==> src/rtl/pmem_arb_pkg.sv <==
// rtl/pmem_arb_pkg.sv - shared types, defaults and line compare for the L2 pmem arbiter
package pmem_arb_pkg;

  typedef enum logic [2:0] {
    IDLE,
    L2_READ,
    L2_WRITE,
    EWB_WRITE,
    EWB_DONE,
    RECOVER
  } pmem_arb_state_t;

  localparam int unsigned ADDR_W_DEF       = 32;
  localparam int unsigned LINE_W_DEF       = 256;
  localparam int unsigned OFFSET_W_DEF     = 5;
  localparam int unsigned STARVE_LIMIT_DEF = 4;

  // True when both byte addresses fall in the same cache line.
  function automatic logic line_addr_match(input logic [63:0] a,
                                           input logic [63:0] b,
                                           input int unsigned offset_w);
    return (a >> offset_w) == (b >> offset_w);
  endfunction

endpackage

==> src/rtl/pmem_arb_starve_counter.sv <==
// rtl/pmem_arb_starve_counter.sv - saturating count of L2 grants taken while the EWB waits
module pmem_arb_starve_counter #(
  parameter int unsigned LIMIT = 4,
  parameter int unsigned CNT_W = $clog2(LIMIT + 1)
) (
  input  logic clk,
  input  logic rst,
  input  logic inc,
  input  logic clr,
  output logic at_limit
);

  logic [CNT_W-1:0] cnt;

  assign at_limit = (cnt == CNT_W'(LIMIT));

  // Clear wins over increment; the count holds once it reaches the limit.
  always_ff @(posedge clk) begin
    if (rst || clr) begin
      cnt <= '0;
    end else if (inc && !at_limit) begin
      cnt <= cnt + CNT_W'(1);
    end
  end

endmodule

==> src/rtl/l2_pmem_arbiter.sv <==
// rtl/l2_pmem_arbiter.sv - arbitrates the pmem port between L2 misses and the eviction write buffer
module l2_pmem_arbiter
  import pmem_arb_pkg::*;
#(
  parameter int unsigned ADDR_W       = ADDR_W_DEF,
  parameter int unsigned LINE_W       = LINE_W_DEF,
  parameter int unsigned OFFSET_W     = OFFSET_W_DEF,
  parameter int unsigned STARVE_LIMIT = STARVE_LIMIT_DEF
) (
  input  logic              clk,
  input  logic              rst,
  input  logic              l2_pmem_read,
  input  logic              l2_pmem_write,
  input  logic [ADDR_W-1:0] l2_pmem_address,
  input  logic [LINE_W-1:0] l2_pmem_wdata,
  output logic [LINE_W-1:0] l2_pmem_rdata,
  output logic              l2_pmem_resp,
  input  logic              ewb_valid,
  input  logic [ADDR_W-1:0] ewb_address,
  input  logic [LINE_W-1:0] ewb_wdata,
  output logic              ewb_done,
  output logic              pmem_read,
  output logic              pmem_write,
  output logic [ADDR_W-1:0] pmem_address,
  output logic [LINE_W-1:0] pmem_wdata,
  input  logic [LINE_W-1:0] pmem_rdata,
  input  logic              pmem_resp
);

  pmem_arb_state_t   state;
  pmem_arb_state_t   next_grant;
  logic [ADDR_W-1:0] addr_q;
  logic [LINE_W-1:0] wdata_q;
  logic              hazard;
  logic              starve_at_limit;
  logic              l2_grant;
  logic              ewb_grant;

  // Priority decision evaluated while IDLE: ordering hazards first, then starvation relief.
  always_comb begin
    hazard     = l2_pmem_read && ewb_valid &&
                 line_addr_match(64'(l2_pmem_address), 64'(ewb_address), OFFSET_W);
    next_grant = IDLE;
    if (hazard) begin
      next_grant = EWB_WRITE;
    end else if (l2_pmem_write && ewb_valid) begin
      next_grant = EWB_WRITE;
    end else if (ewb_valid && starve_at_limit) begin
      next_grant = EWB_WRITE;
    end else if (l2_pmem_read) begin
      next_grant = L2_READ;
    end else if (l2_pmem_write) begin
      next_grant = L2_WRITE;
    end else if (ewb_valid) begin
      next_grant = EWB_WRITE;
    end
  end

  assign l2_grant  = (state == IDLE) && ((next_grant == L2_READ) || (next_grant == L2_WRITE));
  assign ewb_grant = (state == IDLE) && (next_grant == EWB_WRITE);

  pmem_arb_starve_counter #(
    .LIMIT(STARVE_LIMIT)
  ) u_starve (
    .clk     (clk),
    .rst     (rst),
    .inc     (l2_grant && ewb_valid),
    .clr     (ewb_grant || !ewb_valid),
    .at_limit(starve_at_limit)
  );

  // Grant FSM: latches the winner and drives registered pmem commands and the done pulse.
  always_ff @(posedge clk) begin
    if (rst) begin
      state      <= IDLE;
      addr_q     <= '0;
      wdata_q    <= '0;
      pmem_read  <= 1'b0;
      pmem_write <= 1'b0;
      ewb_done   <= 1'b0;
    end else begin
      case (state)
        IDLE: begin
          case (next_grant)
            L2_READ: begin
              state     <= L2_READ;
              addr_q    <= l2_pmem_address;
              wdata_q   <= l2_pmem_wdata;
              pmem_read <= 1'b1;
            end
            L2_WRITE: begin
              state      <= L2_WRITE;
              addr_q     <= l2_pmem_address;
              wdata_q    <= l2_pmem_wdata;
              pmem_write <= 1'b1;
            end
            EWB_WRITE: begin
              state      <= EWB_WRITE;
              addr_q     <= ewb_address;
              wdata_q    <= ewb_wdata;
              pmem_write <= 1'b1;
            end
            default: ;
          endcase
        end
        L2_READ, L2_WRITE: begin
          if (pmem_resp) begin
            state      <= RECOVER;
            pmem_read  <= 1'b0;
            pmem_write <= 1'b0;
          end
        end
        EWB_WRITE: begin
          if (pmem_resp) begin
            state      <= EWB_DONE;
            pmem_write <= 1'b0;
            ewb_done   <= 1'b1;
          end
        end
        EWB_DONE: begin
          state    <= RECOVER;
          ewb_done <= 1'b0;
        end
        RECOVER: state <= IDLE;
        default: state <= IDLE;
      endcase
    end
  end

  assign pmem_address  = addr_q;
  assign pmem_wdata    = wdata_q;
  assign l2_pmem_rdata = pmem_rdata;
  assign l2_pmem_resp  = ((state == L2_READ) || (state == L2_WRITE)) && pmem_resp;

  // L2 must never request a read and a write together; the read is served regardless.
  a_l2_rw_exclusive : assert property (@(posedge clk) disable iff (rst)
                                       !(l2_pmem_read && l2_pmem_write))
    else $warning("l2_pmem_read and l2_pmem_write asserted together");

endmodule
==> config.mk <==
export PLATFORM = sky130hd
export DESIGN_NAME = l2_pmem_arbiter
export DESIGN_NICKNAME = d
export VERILOG_FILES = /design/src/rtl/pmem_arb_pkg.sv /design/src/rtl/pmem_arb_starve_counter.sv /design/src/rtl/l2_pmem_arbiter.sv
export SDC_FILE = /design/constraint.sdc
export NUM_CORES = 1
export LEC_CHECK = 0
export ABC_CLOCK_PERIOD_IN_PS = 2800
export CAP_MARGIN = 20
export CORE_AREA = 5 5 539 541
export DETAILED_ROUTE_END_ITERATION = 8
export DIE_AREA = 0 0 544 546
export PLACE_DENSITY_LB_ADDON = 0.12
export SYNTH_ARGS = -nofsm -noshare
export SYNTH_HDL_FRONTEND = slang
export SYNTH_SLANG_ARGS = --single-unit
==> constraint.sdc <==
create_clock -name clk -period 2.8 [get_ports clk]
set_clock_uncertainty 0.1 [all_clocks]
set_input_delay 0.28 -clock clk [delete_from_list [all_inputs] [get_ports clk]]
set_output_delay 0.28 -clock clk [all_outputs]
set_load 0.02 [all_outputs]
# Word-level counts from Yosys, hierarchy flattened
# Index checks and enable logic that the tools add are counted.
word_totals:
  reg_bits: 297
  inputBits: 838
  out_inout_bits: 548
  elab_cells: 71
classes:
  add_sub_neg: 1
  n_eq_ne: 15
  n_mux: 19
  n_reduce_logical: 29
ops:
  columns: ["cell", "n"]
  rows:
  - ["one-hot mux 256 bit (2 select lines)", 1]
  - ["one-hot mux 32 bit (2 select lines)", 1]
  - ["== test 27 bit", 1]
  - ["== test 3 x 2 -> 1 bit, second input constant", 4]
  - ["one-hot mux 3 bit (4 select lines)", 1]
  - ["2-to-1 mux 2 bit", 5]
  - ["logical AND 1 bit", 9]
  - ["2-to-1 mux 3 bit", 3]
  - ["one-hot mux 3 bit (3 select lines)", 1]
  - ["AND reduction 3 bit", 3]
  - ["nonzero test 2 bit", 4]
  - ["== test 3 x 1 -> 1 bit, second input constant", 2]
  - ["== test 3 bit, second input constant", 2]
  - ["!= test 2 bit, second input constant", 3]
  - ["one-hot mux 1 bit (2 select lines)", 3]
  - ["OR reduction 2 bit", 3]
  - ["logical OR 1 bit", 4]
  - ["2-to-1 mux 1 bit", 4]
  - ["!= test 2 x 1 -> 1 bit, second input constant", 2]
  - ["!= test 4 x 1 -> 1 bit, second input constant", 1]
  - ["AND reduction 2 bit", 2]
  - ["adder 3 x 1 -> 3 bit, second input constant", 1]
  - ["logical NOT 3 bit", 1]
  - ["OR reduction 3 bit", 1]
  - ["logical NOT 1 bit", 2]

# Logic depth before layout (Yosys ltp)
depth:
  depth_word: 11
  mapped_depth: 14

# Hierarchy
# Synthesis repeated with hierarchy kept, for this count alone.
unflattened:
  hier_cells: 1647
  hier_area_um2: 16822.4
by_module_without_submodules:
  columns: ["module", "instances", "cells_per_inst", "area_each_um2", "seq_area_each_um2"]
  rows:
  - ["l2_pmem_arbiter", 1, 1629, 16634.7, 5885.6]
  - ["pmem_arb_starve_counter", 1, 18, 187.7, 60.1]

# Worst setup path before layout
# Ideal clock, no wire load.
synth_path:
  path_type: "input to register"
  from: "input port l2_pmem_address[10]"
  to: "register addr_q[10], in the netlist pmem_address[10]"
  setup_time_ns: 0.146
  arrival_time_ns: 2.040
  t_required_ns: 2.554
  setup_slack_ns: 0.514
  stages: 10
  path_buffers: 3
  path_cell_list: "xor2_1 -> nor4_1 -> nand4_1 -> o21ai_0 -> ha_1 -> clkbuf_1 -> buf_2 -> buf_2 -> mux2i_1 -> a211oi_2"
synth_between:
  elab_chain_len: 7
  word_cells_on_any_way: 10
  cone_classes: "eq/ne (4); mux (2); reduce/logical (4)"
synth_lines:
  columns: ["element", "line_no", "source"]
  rows:
  - ["start, declared", "l2_pmem_arbiter.sv:14", "input logic [ADDR_W-1:0] l2_pmem_address,"]
  - ["== test 27 bit", "pmem_arb_pkg.sv:22", "return (a >> offset_w) == (b >> offset_w);"]
  - ["logical AND 1 bit", "l2_pmem_arbiter.sv:41", "hazard = l2_pmem_read && ewb_valid &&"]
  - ["2-to-1 mux 3 bit", "l2_pmem_arbiter.sv:44", "if (hazard) begin"]
  - ["== test 3 x 1 -> 1 bit / == test 3 x 2 -> 1 bit (equally long branches)", "l2_pmem_arbiter.sv:84", "case (next_grant)"]
  - ["OR reduction 2 bit (no source line)", null, null]
  - ["nonzero test 2 bit (no source line)", null, null]
  - ["AND reduction 2 bit (no source line)", null, null]
  - ["end signal, assigned", "l2_pmem_arbiter.sv:87", "addr_q <= l2_pmem_address;"]
  - ["end signal, assigned", "l2_pmem_arbiter.sv:93", "addr_q <= l2_pmem_address;"]
  - ["end signal, assigned", "l2_pmem_arbiter.sv:99", "addr_q <= ewb_address;"]
  - ["end, declared", "l2_pmem_arbiter.sv:32", "logic [ADDR_W-1:0] addr_q;"]
# Parallel ways exist; a longest one is shown, timed or not.
# A chain may end at the register's enable or synchronous reset.

# Final worst setup path
layout_path:
  from: "input port l2_pmem_address[5]"
  to: "register wdata_q[116], in the netlist pmem_wdata[116]"
layout_between:
  elab_chain_len: 7
  word_cells_on_any_way: 10
  cone_classes: "eq/ne (4); mux (2); reduce/logical (4)"
layout_lines:
  columns: ["element", "line_no", "source"]
  rows:
  - ["== test 27 bit (*)", "pmem_arb_pkg.sv:22", null]
  - ["logical AND 1 bit (*)", "l2_pmem_arbiter.sv:41", null]
  - ["2-to-1 mux 3 bit (*)", "l2_pmem_arbiter.sv:44", null]
  - ["== test 3 x 1 -> 1 bit / == test 3 x 2 -> 1 bit (equally long branches)", "l2_pmem_arbiter.sv:84", null]
  - ["OR reduction 2 bit (no source line)", null, null]
  - ["nonzero test 2 bit (no source line)", null, null]
  - ["AND reduction 2 bit (no source line)", null, null]
  - ["end signal, assigned", "l2_pmem_arbiter.sv:88", "wdata_q <= l2_pmem_wdata;"]
  - ["end signal, assigned", "l2_pmem_arbiter.sv:94", "wdata_q <= l2_pmem_wdata;"]
  - ["end signal, assigned", "l2_pmem_arbiter.sv:100", "wdata_q <= ewb_wdata;"]
  - ["end, declared", "l2_pmem_arbiter.sv:33", "logic [LINE_W-1:0] wdata_q;"]
# Every way passes the cells marked *; elsewhere a longest branch is shown, timed or not.

==> flow_summary.toml <==
[timing]
setup_slack_ps = -32.5
slew_viol_final = 0
tns_ps = -48.1
worstMarginPinSlew_ps = 781
hold_viol_final = 1
min_period_over_period = 1.01
setup_viol = 4
fin_hold_ws_ps = -8.84
grt_setup_unrepaired = "true"
min_period_ps = 2830
max_slew_margin = 0.479
fmax_mhz = 353

[routing]
dr.pass1.iters = 4
drtIter0Drc = 440
vias = 15200
drt-total-wl_mm = 139
drc_errors = 0
antenna_left = 0
viasPerCell = 2.42
wl_per_cell_um = 22.2

[clocking]
cts_buffers = 49
root_buffer = "clkbuf_16"
cts.clk_slew.worst_paths_ps = 50
clockBufferDepth = 3
cts_sinks = 297
cts-htree-levels = 2
clk_latency_ps = 650
cts_tree = "yes"

[logic_synthesis]
synth_flop_cell = "dfxtp_1"
postSynthAreaPerCell_sq_um = 10.2
synth_async_sr_flop_share = 0
synth_top_area_share = 0.353
ys_ff_latch = 297
synth_edf_count = 0
synth_area_sq_um = 16800
yosys_warnings = 0
synthTopCellsByArea = "dfxtp_1, a211oi_2, mux2i_1, buf_4, nor2_1"
synth_cells = 1644
post-synth-top-area-cell = "dfxtp_1"
yosysUniqueCellTypes = 30
syn-num-nets = 2488
synth-seq-area-share = 0.353

[power_and_ir_drop]
switching_power_mw = 8.46
p_comb_frac = 0.446
seqPwrFrac = 0.268
switching_share = 0.393
clkPwrFrac = 0.286
irDropWorstVdd_uv = 376
power.internal_mw = 13.1
leakage_nw = 11.1
p_per_area_nw_per_um2 = 658

[cells_and_area]
layout_common_cells = "clkdlybuf4s50_1, nor2_1, dfxtp_1"
final_nets = 3303
final_common_cell = "clkdlybuf4s50_1"
stdcell_area_sq_um = 32700
final_util = 0.115
drive_gt1_frac = 0.287
area_growth_pct = 94.4

[die]
core_area_sq_um = 284000
io_pins = 1386
die_w_um = 544
start_util = 0.0591
die_height_um = 546
die_area_sq_um = 297000
rows = 196

[critical_path]
cpMostUsedCell = "buf_4"
max_stage_delay_ps = 440
critPathArrivalTime_ps = 3230
worstSetupEndpointType = "flop"
worstPathMaxFanout = 17
critical_path_required_ps = 3200
critPathSlowestCell = "clkdlybuf4s50_1"
startpoint_type = "input pin"
path_cells = "clkdlybuf4s50_1 -> xor2_1 -> nor4_2 -> buf_4 -> nand3_4 -> buf_4 -> o21ai_1 -> buf_4 -> ha_4 -> buf_16 -> buf_16 -> mux2i_2 -> buf_4 -> a211oi_2"
path_class = "in2reg"

[grt]
grt_pass1_vias = 16500
grt_pass1_wl_mm = 173
grt_max_degree = 53
grt.total_usage = 0.0879
antenna_found_initial = 35
grt_remaining_overflow = 0

[placed_design]
placed_cell_area_sq_um = 29600
place_congestion = 0.702
io_buffer_count = 873
post-dp-hpwl_mm = 114

[job]
drv_cap = 0

[outcome]
outcome = "complete, but fails checks"
violations = "negative hold slack, negative setup slack"

[hold_path]
hold_class = "in2reg"
through the flow:
step                cells  hold WS (ps)  worst slack, ps  power (mW)
floorplan            1644           379              514        10.4
global placement     6137           381            -1310        15.1
detailed placement   6137           383            -1290        15.1
CTS                  6229          73.2            -9.23        22.0
global route         6256          5.00            -95.9        23.1
finish               6263         -8.84            -32.5        21.5
timing repair:
item,in CTS,in global routing
setup buffers,9,12
pin swaps,3,13
setup endpoints to repair,290,282
hold buffers,1,4
endpoints found under the hold margin,2,2
gates resized for setup,136,72
cloned,4,6
cell usage after synthesis, drive strengths merged, types with 3 or more instances:
| cell | number |
|---|---|
| a211oi | 288 |
| a21oi | 7 |
| buf | 354 |
| clkbuf | 35 |
| dfxtp | 297 |
| ha | 6 |
| inv | 7 |
| mux2i | 289 |
| nand2 | 4 |
| nand3 | 3 |
| nor2 | 298 |
| nor4 | 9 |
| o21ai | 3 |
| xor2 | 28 |
state kept, by name, summed over array words and instances (netlist names):
name and cells:
pmem_write 1, pmem_wdata 256, ewb_done 1, pmem_read 1, state 3, u_starve.cnt 3, pmem_address 32
power by group through the flow:
stage	clock network, mW	registers [mW]	logic (mW)
after floorplan	0	6.63	3.76
after global placement	0	5.89	9.25
after detailed placement	0	5.89	9.21
after CTS	6.66	5.83	9.54
after global routing	6.75	5.90	10.5
final	6.16	5.76	9.61
metal layers:
layer | share of wire | wire length, um | track usage
met1 | 0.36 | 50500 | 0.0902
met5 | 0.0011 | 150 | 0.00227
met4 | 0.052 | 7160 | 0.0417
met3 | 0.16 | 22100 | 0.0644
met2 | 0.42 | 58900 | 0.133
worst paths after layout:
path | from | end | slack [ps] | cells after the start
worst max-delay path | l2_pmem_address[5] | pmem_wdata[116]$_SDFFE_PP0P_ | -30 | 14
worst min-delay path | l2_pmem_address[10] | pmem_address[10]$_SDFFE_PP0P_ | -9 | 3
worst max register to register | u_starve.cnt[0]$_SDFFE_PP0P_ | pmem_wdata[77]$_SDFFE_PP0P_ | 50 | 14
worst min register to register | pmem_write$_SDFFE_PP0P_ | pmem_write$_SDFFE_PP0P_ | 390 | 2
worst max-delay path: cells and delay by family:
| kind | cells | cell delay (ps) |
|---|---|---|
| buffers and inverters | 7 | 1510 |
| AND/OR/NAND/NOR | 2 | 390 |
| multiplexers | 1 | 330 |
| AO/OA/AOI/OAI | 2 | 200 |
| XOR/XNOR | 1 | 180 |
| adder cells (fa/ha/maj) | 1 | 180 |
cell type report:
class | instances | area [sq um]
Antenna cell | 13 | 32.5
Clock buffer | 66 | 1360
Sequential cell | 297 | 5950
Timing Repair Buffer | 1153 | 11700
Clock inverter | 14 | 160
Fill cell | 32500 | 252000
Inverter | 7 | 26.3
Multi-Input combinational cell | 951 | 8790
Tap cell | 3762 | 4710
cells by family after synthesis:
group | Yosys count | synth area share
buffers and inverters | 396 | 0.168
AND/OR/NAND/NOR | 322 | 0.0748
AO/OA/AOI/OAI | 304 | 0.212
flip-flops | 297 | 0.353
multiplexers | 289 | 0.172
XOR/XNOR | 30 | 0.0156
adder cells (fa/ha/maj) | 6 | 0.00446
(Power assumes the default switching activity.)
